**src/rtl/alu_share_ctrl.sv**
```systemverilog
// Round-robin controller sharing one combinational ALU between two requesters.
// Optional ALU_RETIME_EN inserts a WAIT state so the ALU gets a two-cycle path.
module alu_share_ctrl #(
    parameter int WIDTH = 32,
    parameter int OPW   = 3
) (
    input  logic             clk,
    input  logic             reset_n,
    input  logic             req0_valid,
    output logic             req0_ready,
    input  logic [WIDTH-1:0] req0_a,
    input  logic [WIDTH-1:0] req0_b,
    input  logic [OPW-1:0]   req0_op,
    input  logic             req1_valid,
    output logic             req1_ready,
    input  logic [WIDTH-1:0] req1_a,
    input  logic [WIDTH-1:0] req1_b,
    input  logic [OPW-1:0]   req1_op,
    output logic [WIDTH-1:0] alu_a,
    output logic [WIDTH-1:0] alu_b,
    output logic [OPW-1:0]   alu_op,
    input  logic [WIDTH-1:0] alu_result,
    input  logic             alu_carry,
    input  logic             alu_ovf,
    output logic             rsp_valid,
    input  logic             rsp_ready,
    output logic             rsp_id,
    output logic [WIDTH-1:0] rsp_result,
    output logic             rsp_zero,
    output logic             rsp_neg,
    output logic             rsp_carry,
    output logic             rsp_ovf
);

`ifdef ALU_RETIME_EN
    typedef enum logic [1:0] {
        ST_IDLE  = 2'd0,
        ST_ISSUE = 2'd1,
        ST_WAIT  = 2'd2,
        ST_RESP  = 2'd3
    } state_t;
`else
    typedef enum logic [1:0] {
        ST_IDLE  = 2'd0,
        ST_ISSUE = 2'd1,
        ST_RESP  = 2'd2
    } state_t;
`endif

    state_t           state_reg, state_next;
    logic             last_grant_reg, last_grant_next;
    logic             issue_id_reg, issue_id_next;
    logic [WIDTH-1:0] alu_a_reg, alu_a_next;
    logic [WIDTH-1:0] alu_b_reg, alu_b_next;
    logic [OPW-1:0]   alu_op_reg, alu_op_next;
    logic             rsp_valid_reg, rsp_valid_next;
    logic             rsp_id_reg, rsp_id_next;
    logic [WIDTH-1:0] rsp_result_reg, rsp_result_next;
    logic             rsp_zero_reg, rsp_zero_next;
    logic             rsp_neg_reg, rsp_neg_next;
    logic             rsp_carry_reg, rsp_carry_next;
    logic             rsp_ovf_reg, rsp_ovf_next;

    logic [1:0]       req_valid;
    logic             grant_en;
    logic             grant_id;
    logic [1:0]       ready_vec;
    logic [WIDTH-1:0] sel_a;
    logic [WIDTH-1:0] sel_b;
    logic [OPW-1:0]   sel_op;
    logic             capture;

    assign req_valid = {req1_valid, req0_valid};

    // Grant is only offered in IDLE and never while reset is asserted.
    always_comb begin
        grant_en = 1'b0;
        grant_id = 1'b0;
        if (reset_n && (state_reg == ST_IDLE)) begin
            if (req_valid[0] && req_valid[1]) begin
                grant_en = 1'b1;
                grant_id = ~last_grant_reg;
            end else if (req_valid[0]) begin
                grant_en = 1'b1;
                grant_id = 1'b0;
            end else if (req_valid[1]) begin
                grant_en = 1'b1;
                grant_id = 1'b1;
            end
        end
    end

    generate
        for (genvar gi = 0; gi < 2; gi++) begin : g_ready
            assign ready_vec[gi] = grant_en && (grant_id == 1'(gi));
        end
    endgenerate

    assign req0_ready = ready_vec[0];
    assign req1_ready = ready_vec[1];

    assign sel_a  = grant_id ? req1_a  : req0_a;
    assign sel_b  = grant_id ? req1_b  : req0_b;
    assign sel_op = grant_id ? req1_op : req0_op;

    always_comb begin
        state_next      = state_reg;
        last_grant_next = last_grant_reg;
        issue_id_next   = issue_id_reg;
        alu_a_next      = alu_a_reg;
        alu_b_next      = alu_b_reg;
        alu_op_next     = alu_op_reg;
        rsp_valid_next  = rsp_valid_reg;
        capture         = 1'b0;

        case (state_reg)
            ST_IDLE: begin
                if (grant_en) begin
                    alu_a_next      = sel_a;
                    alu_b_next      = sel_b;
                    alu_op_next     = sel_op;
                    issue_id_next   = grant_id;
                    last_grant_next = grant_id;
                    state_next      = ST_ISSUE;
                end
            end
            ST_ISSUE: begin
`ifdef ALU_RETIME_EN
                state_next = ST_WAIT;
`else
                capture        = 1'b1;
                rsp_valid_next = 1'b1;
                state_next     = ST_RESP;
`endif
            end
`ifdef ALU_RETIME_EN
            ST_WAIT: begin
                capture        = 1'b1;
                rsp_valid_next = 1'b1;
                state_next     = ST_RESP;
            end
`endif
            ST_RESP: begin
                if (rsp_ready) begin
                    rsp_valid_next = 1'b0;
                    state_next     = ST_IDLE;
                end
            end
            default: begin
                rsp_valid_next = 1'b0;
                state_next     = ST_IDLE;
            end
        endcase
    end

    // Response fields only move on the capture edge so they stay stable in RESP.
    always_comb begin
        rsp_id_next     = rsp_id_reg;
        rsp_result_next = rsp_result_reg;
        rsp_zero_next   = rsp_zero_reg;
        rsp_neg_next    = rsp_neg_reg;
        rsp_carry_next  = rsp_carry_reg;
        rsp_ovf_next    = rsp_ovf_reg;
        if (capture) begin
            rsp_id_next     = issue_id_reg;
            rsp_result_next = alu_result;
            rsp_zero_next   = ~|alu_result;
            rsp_neg_next    = alu_result[WIDTH-1];
            rsp_carry_next  = alu_carry;
            rsp_ovf_next    = alu_ovf;
        end
    end

    always_ff @(posedge clk) begin
        if (!reset_n) begin
            state_reg      <= ST_IDLE;
            last_grant_reg <= 1'b1;
            issue_id_reg   <= 1'b0;
            alu_a_reg      <= '0;
            alu_b_reg      <= '0;
            alu_op_reg     <= '0;
            rsp_valid_reg  <= 1'b0;
            rsp_id_reg     <= 1'b0;
            rsp_result_reg <= '0;
            rsp_zero_reg   <= 1'b0;
            rsp_neg_reg    <= 1'b0;
            rsp_carry_reg  <= 1'b0;
            rsp_ovf_reg    <= 1'b0;
        end else begin
            state_reg      <= state_next;
            last_grant_reg <= last_grant_next;
            issue_id_reg   <= issue_id_next;
            alu_a_reg      <= alu_a_next;
            alu_b_reg      <= alu_b_next;
            alu_op_reg     <= alu_op_next;
            rsp_valid_reg  <= rsp_valid_next;
            rsp_id_reg     <= rsp_id_next;
            rsp_result_reg <= rsp_result_next;
            rsp_zero_reg   <= rsp_zero_next;
            rsp_neg_reg    <= rsp_neg_next;
            rsp_carry_reg  <= rsp_carry_next;
            rsp_ovf_reg    <= rsp_ovf_next;
        end
    end

    assign alu_a      = alu_a_reg;
    assign alu_b      = alu_b_reg;
    assign alu_op     = alu_op_reg;
    assign rsp_valid  = rsp_valid_reg;
    assign rsp_id     = rsp_id_reg;
    assign rsp_result = rsp_result_reg;
    assign rsp_zero   = rsp_zero_reg;
    assign rsp_neg    = rsp_neg_reg;
    assign rsp_carry  = rsp_carry_reg;
    assign rsp_ovf    = rsp_ovf_reg;

endmodule

```
**config.mk**
```make
export PLATFORM = sky130hd
export DESIGN_NAME = alu_share_ctrl
export DESIGN_NICKNAME = d
export VERILOG_FILES = /design/src/rtl/alu_share_ctrl.sv
export SDC_FILE = /design/constraint.sdc
export NUM_CORES = 1
export LEC_CHECK = 0
export CORE_MARGIN = 4
export CORE_UTILIZATION = 37
export CTS_BUF_LIST = sky130_fd_sc_hd__clkbuf_4 sky130_fd_sc_hd__clkbuf_8
export DETAILED_ROUTE_END_ITERATION = 10
export PLACE_DENSITY = 0.82
export SYNTH_ARGS = -nofsm -noshare
export SYNTH_HDL_FRONTEND = slang
export SYNTH_SLANG_ARGS = --single-unit
```
**constraint.sdc**
```tcl
create_clock -name clk -period 2.65 [get_ports clk]
set_input_delay 0.53 -clock clk [delete_from_list [all_inputs] [get_ports clk]]
set_output_delay 0.53 -clock clk [all_outputs]
set_load 0.02 [all_outputs]
```
# Word-level counts from Yosys, hierarchy flattened
# Cells that the tools add are included.
# word_totals
regBits	109
elab_cells	46
# classes
bitwise_logic	3
mux	16
eq_ne	4
reduce_logical	10
# op_table
op	count
$mux 32	2
$reduce_or 32->1	1
$mux 1	9
$pmux 2 s3	1
$reduce_and 2->1	3
$logic_and 1x1->1	4
$mux 2	2
$ne 2x2->1 const B	2
$mux 3	1
$not 1->1	3
$pmux 1 s3	1
$eq 2x1->1 const B	1
$eq 2x2->1 const B	1
$logic_not 2->1	1
$logic_not 1->1	1

# Logic depth before layout (Yosys ltp)
# logic_depth
ltp_word	6
depth_mapped	8

# Worst setup path before layout
# Ideal clock, no wire load.
# synth_timing
kind	input to output
from	input reset_n
to	output req0_ready
n_path_buf	2
path_stages	4
arrival_time_ns	1.595
path_slack_ns	0.525
cell_sequence	buf_4 -> or3b_1 -> nor3b_2 -> buf_2
# synth_via
elab_chain_cells	4
word_cells_on_any_way	5
# synth_rtl
item	line	source
start, declared	8	input logic reset_n,
$logic_and 1x1->1 (*)	79	if (reset_n && (state_reg == ST_IDLE)) begin
$mux 1	79	
$not 1->1	95	assign ready_vec[gi] = grant_en && (grant_id == 1'(gi));
$logic_and 1x1->1 (*)	95	
end, declared	10	output logic req0_ready,
# Mark *: on every way between the ends. The rest lies on a longest branch, timed or not.

# Worst setup path after layout
# layout_timing
from	register state_reg[1]
to	output req0_ready
# layout_via
elab_chain_cells	5
word_cells_on_any_way	6
# layout_rtl
item	line	source
start, declared	50	state_t state_reg, state_next;
start signal, assigned	190	state_reg <= state_next;
$logic_not 2->1 (*)	79	
$logic_and 1x1->1 (*)	79	
$mux 1	79	
$not 1->1	95	
$logic_and 1x1->1 (*)	95	
# Marks and branches as above.

==> impl_metrics.tcl <==
set metrics [dict create \
    clkSlewWorstSetupHoldPaths_ns 0.09 \
    clock_path_buffers 2 \
    syn2layout_area_growth_pct 70.57 \
    drcViolationCount 0 \
    end_kind "output pin" \
    async_flop_share 0 \
    drt_iter0_drc 457 \
    rows 39 \
    n_fill_cell 891 \
    grt_overflow 0 \
    h-tree-depth 3 \
    netlist_instances 449 \
    grt_pass1_wl_um 22600 \
    power_density_mw_per_mm2 528.6 \
    yosysWarnings 0 \
    start_util 0.3779 \
    syn-num-nets 622 \
    syn_area_sq_mm 0.004315 \
    hold_viol 0 \
    ir_worst_vdd_v 0.0002801 \
    min_path_type "register to register" \
    final_cell_mix "clkdlybuf4s50_1, dfxtp_1, nand2_1, a21boi_0, nor2b_1" \
    io_pins 280 \
    yosysSeqAreaShare 0.5010 \
    slew_headroom 0.4316 \
    n_antenna_cell 0 \
    power_mw 3.891 \
    ys_top_cells_by_area "dfxtp_1, a222oi_1, a21boi_0" \
    ys_dominant_reg_cell "dfxtp_1" \
    reg2reg_to "alu_b[7]" \
    worst-path-max-fanout 5 \
    insertion_delay_ns 0.36 \
    fin_skew_ns 0.01347 \
    nNetsFinal 877 \
    grt_pass1_vias 4455 \
    cp-start-kind "register" \
    status "completed" \
    holdWs_ns 0.4557 \
    r2r_cells 5 \
    synth_edf_count 0 \
    num_vias 4501 \
    setup-violations-final 0 \
    yosysTopAreaCell "dfxtp_1" \
    synthDominantCellAreaShare 0.5010 \
    maxCapViolCount 0 \
    syn_area_per_cell_sq_um 9.611 \
    post_route_cells_drive_above_1_share 0.04802 \
    setup_tns_ns 0 \
    slew_viol_final 0 \
    p_leak_nw 2.556 \
    core_area_sq_mm 0.01142 \
    layout_commonest_cell "clkdlybuf4s50_1" \
    cts.sinks 108 \
    gr-usage-all-layers 0.2112 \
    synth-seq-cells 108 \
    port_buffers 279 \
    min_path_cells 2 \
    timing.final.crit_share 0.8880 \
    drt-total-wl_um 15280 \
    min_from "alu_a[11]" \
    dieWidth_um 116.0 \
    post_synth_num_cell_types 30 \
    fmax_mhz 425.0 \
    drtAntennaViolNets 0 \
    vias_per_cell 5.289 \
    crit_arrival_ns 1.82 \
    die-area_sq_mm 0.01345 \
    dpl-instance-area_sq_mm 0.007153 \
    cts_setup_buffers 0 \
    dp_hpwl_um 11330 \
    antenna_found_initial 0 \
    place_congestion 0.8722 \
    critPathKind "register to output pin" \
    reg2reg_from "state_reg[1]" \
    worst_ep_required_time_ns 2.12 \
    min_period_ns 2.353 \
    grt_max_degree 109 \
    rsz0062_at_grt "no" \
    firstDrtPassIters 6 \
    root_buffer "clkbuf_8" \
    tritoncts "done" \
    holdPathEnd "alu_a[11]" \
    regToRegSetupSlack_ns 0.54 \
    worst_pin_slew_ns 0.8526 \
    numCtsBuffers 9 \
    drt-wirelength-per-cell_um 17.96 \
    die_y_um 116.0 \
    finish.instance_area_sq_mm 0.007361 \
]
critical path, cell delays in order, from the launching register on:
cell	delay, ns
dfxtp_1	0.36
or3b_1	0.50
nor3b_4	0.23
dlygate4sd2_1	0.39
cells by family (layout without fill, tap and decap cells):
| family | after synthesis | count (layout) | share of synthesized area |
|---|---|---|---|
| compound gates | 134 | 134 | 0.2647 |
| simple gates | 161 | 161 | 0.1766 |
| flops | 108 | 108 | 0.5010 |
| buf+inv | 46 | 305 | 0.05770 |
synth_stat cells, types with 2 or more instances:
library cell	n
nand2_1	97
clkbuf_1	24
o221ai_1	26
a21boi_1	12
buf_2	8
buf_1	2
buf_6	6
nand3_1	3
a222oi_1	41
nor2b_1	43
nor2_1	4
dfxtp_1	108
nor4_1	6
buf_4	5
a21boi_0	49
report_power, final:
part	internal, mW	leakage (nW)	switching [mW]
clock network	0.536	0.106	0.542
registers	1.74	0.883	0.0596
logic	0.557	1.57	0.460
area by class of cell:
| cell class | count | area [sq um] | share of cell area |
|---|---|---|---|
| clock buffers | 10 | 131.4 | 0.01785 |
| inverters | 1 | 6.256 | 0.0008499 |
| well taps | 143 | 178.9 | 0.02431 |
| multi-input cells | 295 | 1921 | 0.2609 |
| repair buffers | 289 | 2884 | 0.3918 |
| flip-flops and latches | 108 | 2162 | 0.2937 |
| clock inverters | 5 | 77.57 | 0.01054 |
routing by layer:
layer / wire, um / vias up / global-route usage / share of wire
li1: - / 2158 / - / -
met1: 5646 / 2117 / 0.2394 / 0.37
met2: 7708 / 203 / 0.3698 / 0.50
met3: 1599 / 23 / 0.07415 / 0.10
met4: 326 / 0 / 0.07115 / 0.021
met5: 0 / - / 0 / 0
worst max path at each step:
stage | from | end | cells after the start | slack (ns)
after floorplan | reset_n | req0_ready | 4 | 0.52
after global placement | req0_valid | req0_ready | 4 | 0.13
after detailed placement | req1_valid | req0_ready | 4 | 0.13
after CTS | state_reg[1] | req0_ready | 3 | 0.26
after global routing | state_reg[1] | req0_ready | 3 | 0.20
final | state_reg[1] | req0_ready | 3 | 0.30
stage by stage:
step           instances  setup slack (ns)  utilization
6_report             851            0.2969       0.6446
5_1_grt              851            0.2002       0.6446
4_1_cts              851            0.2600       0.6446
3_5_place_dp         836            0.1340       0.6265
3_3_place_gp         836            0.1253       0.6265
2_1_floorplan        449            0.5249            -
repair_timing:
action	in CTS	in global routing
resized for setup	1	0
endpoints found under the setup margin	1	0
hold buffers	0	0
Power figures use the tool's default switching activity.
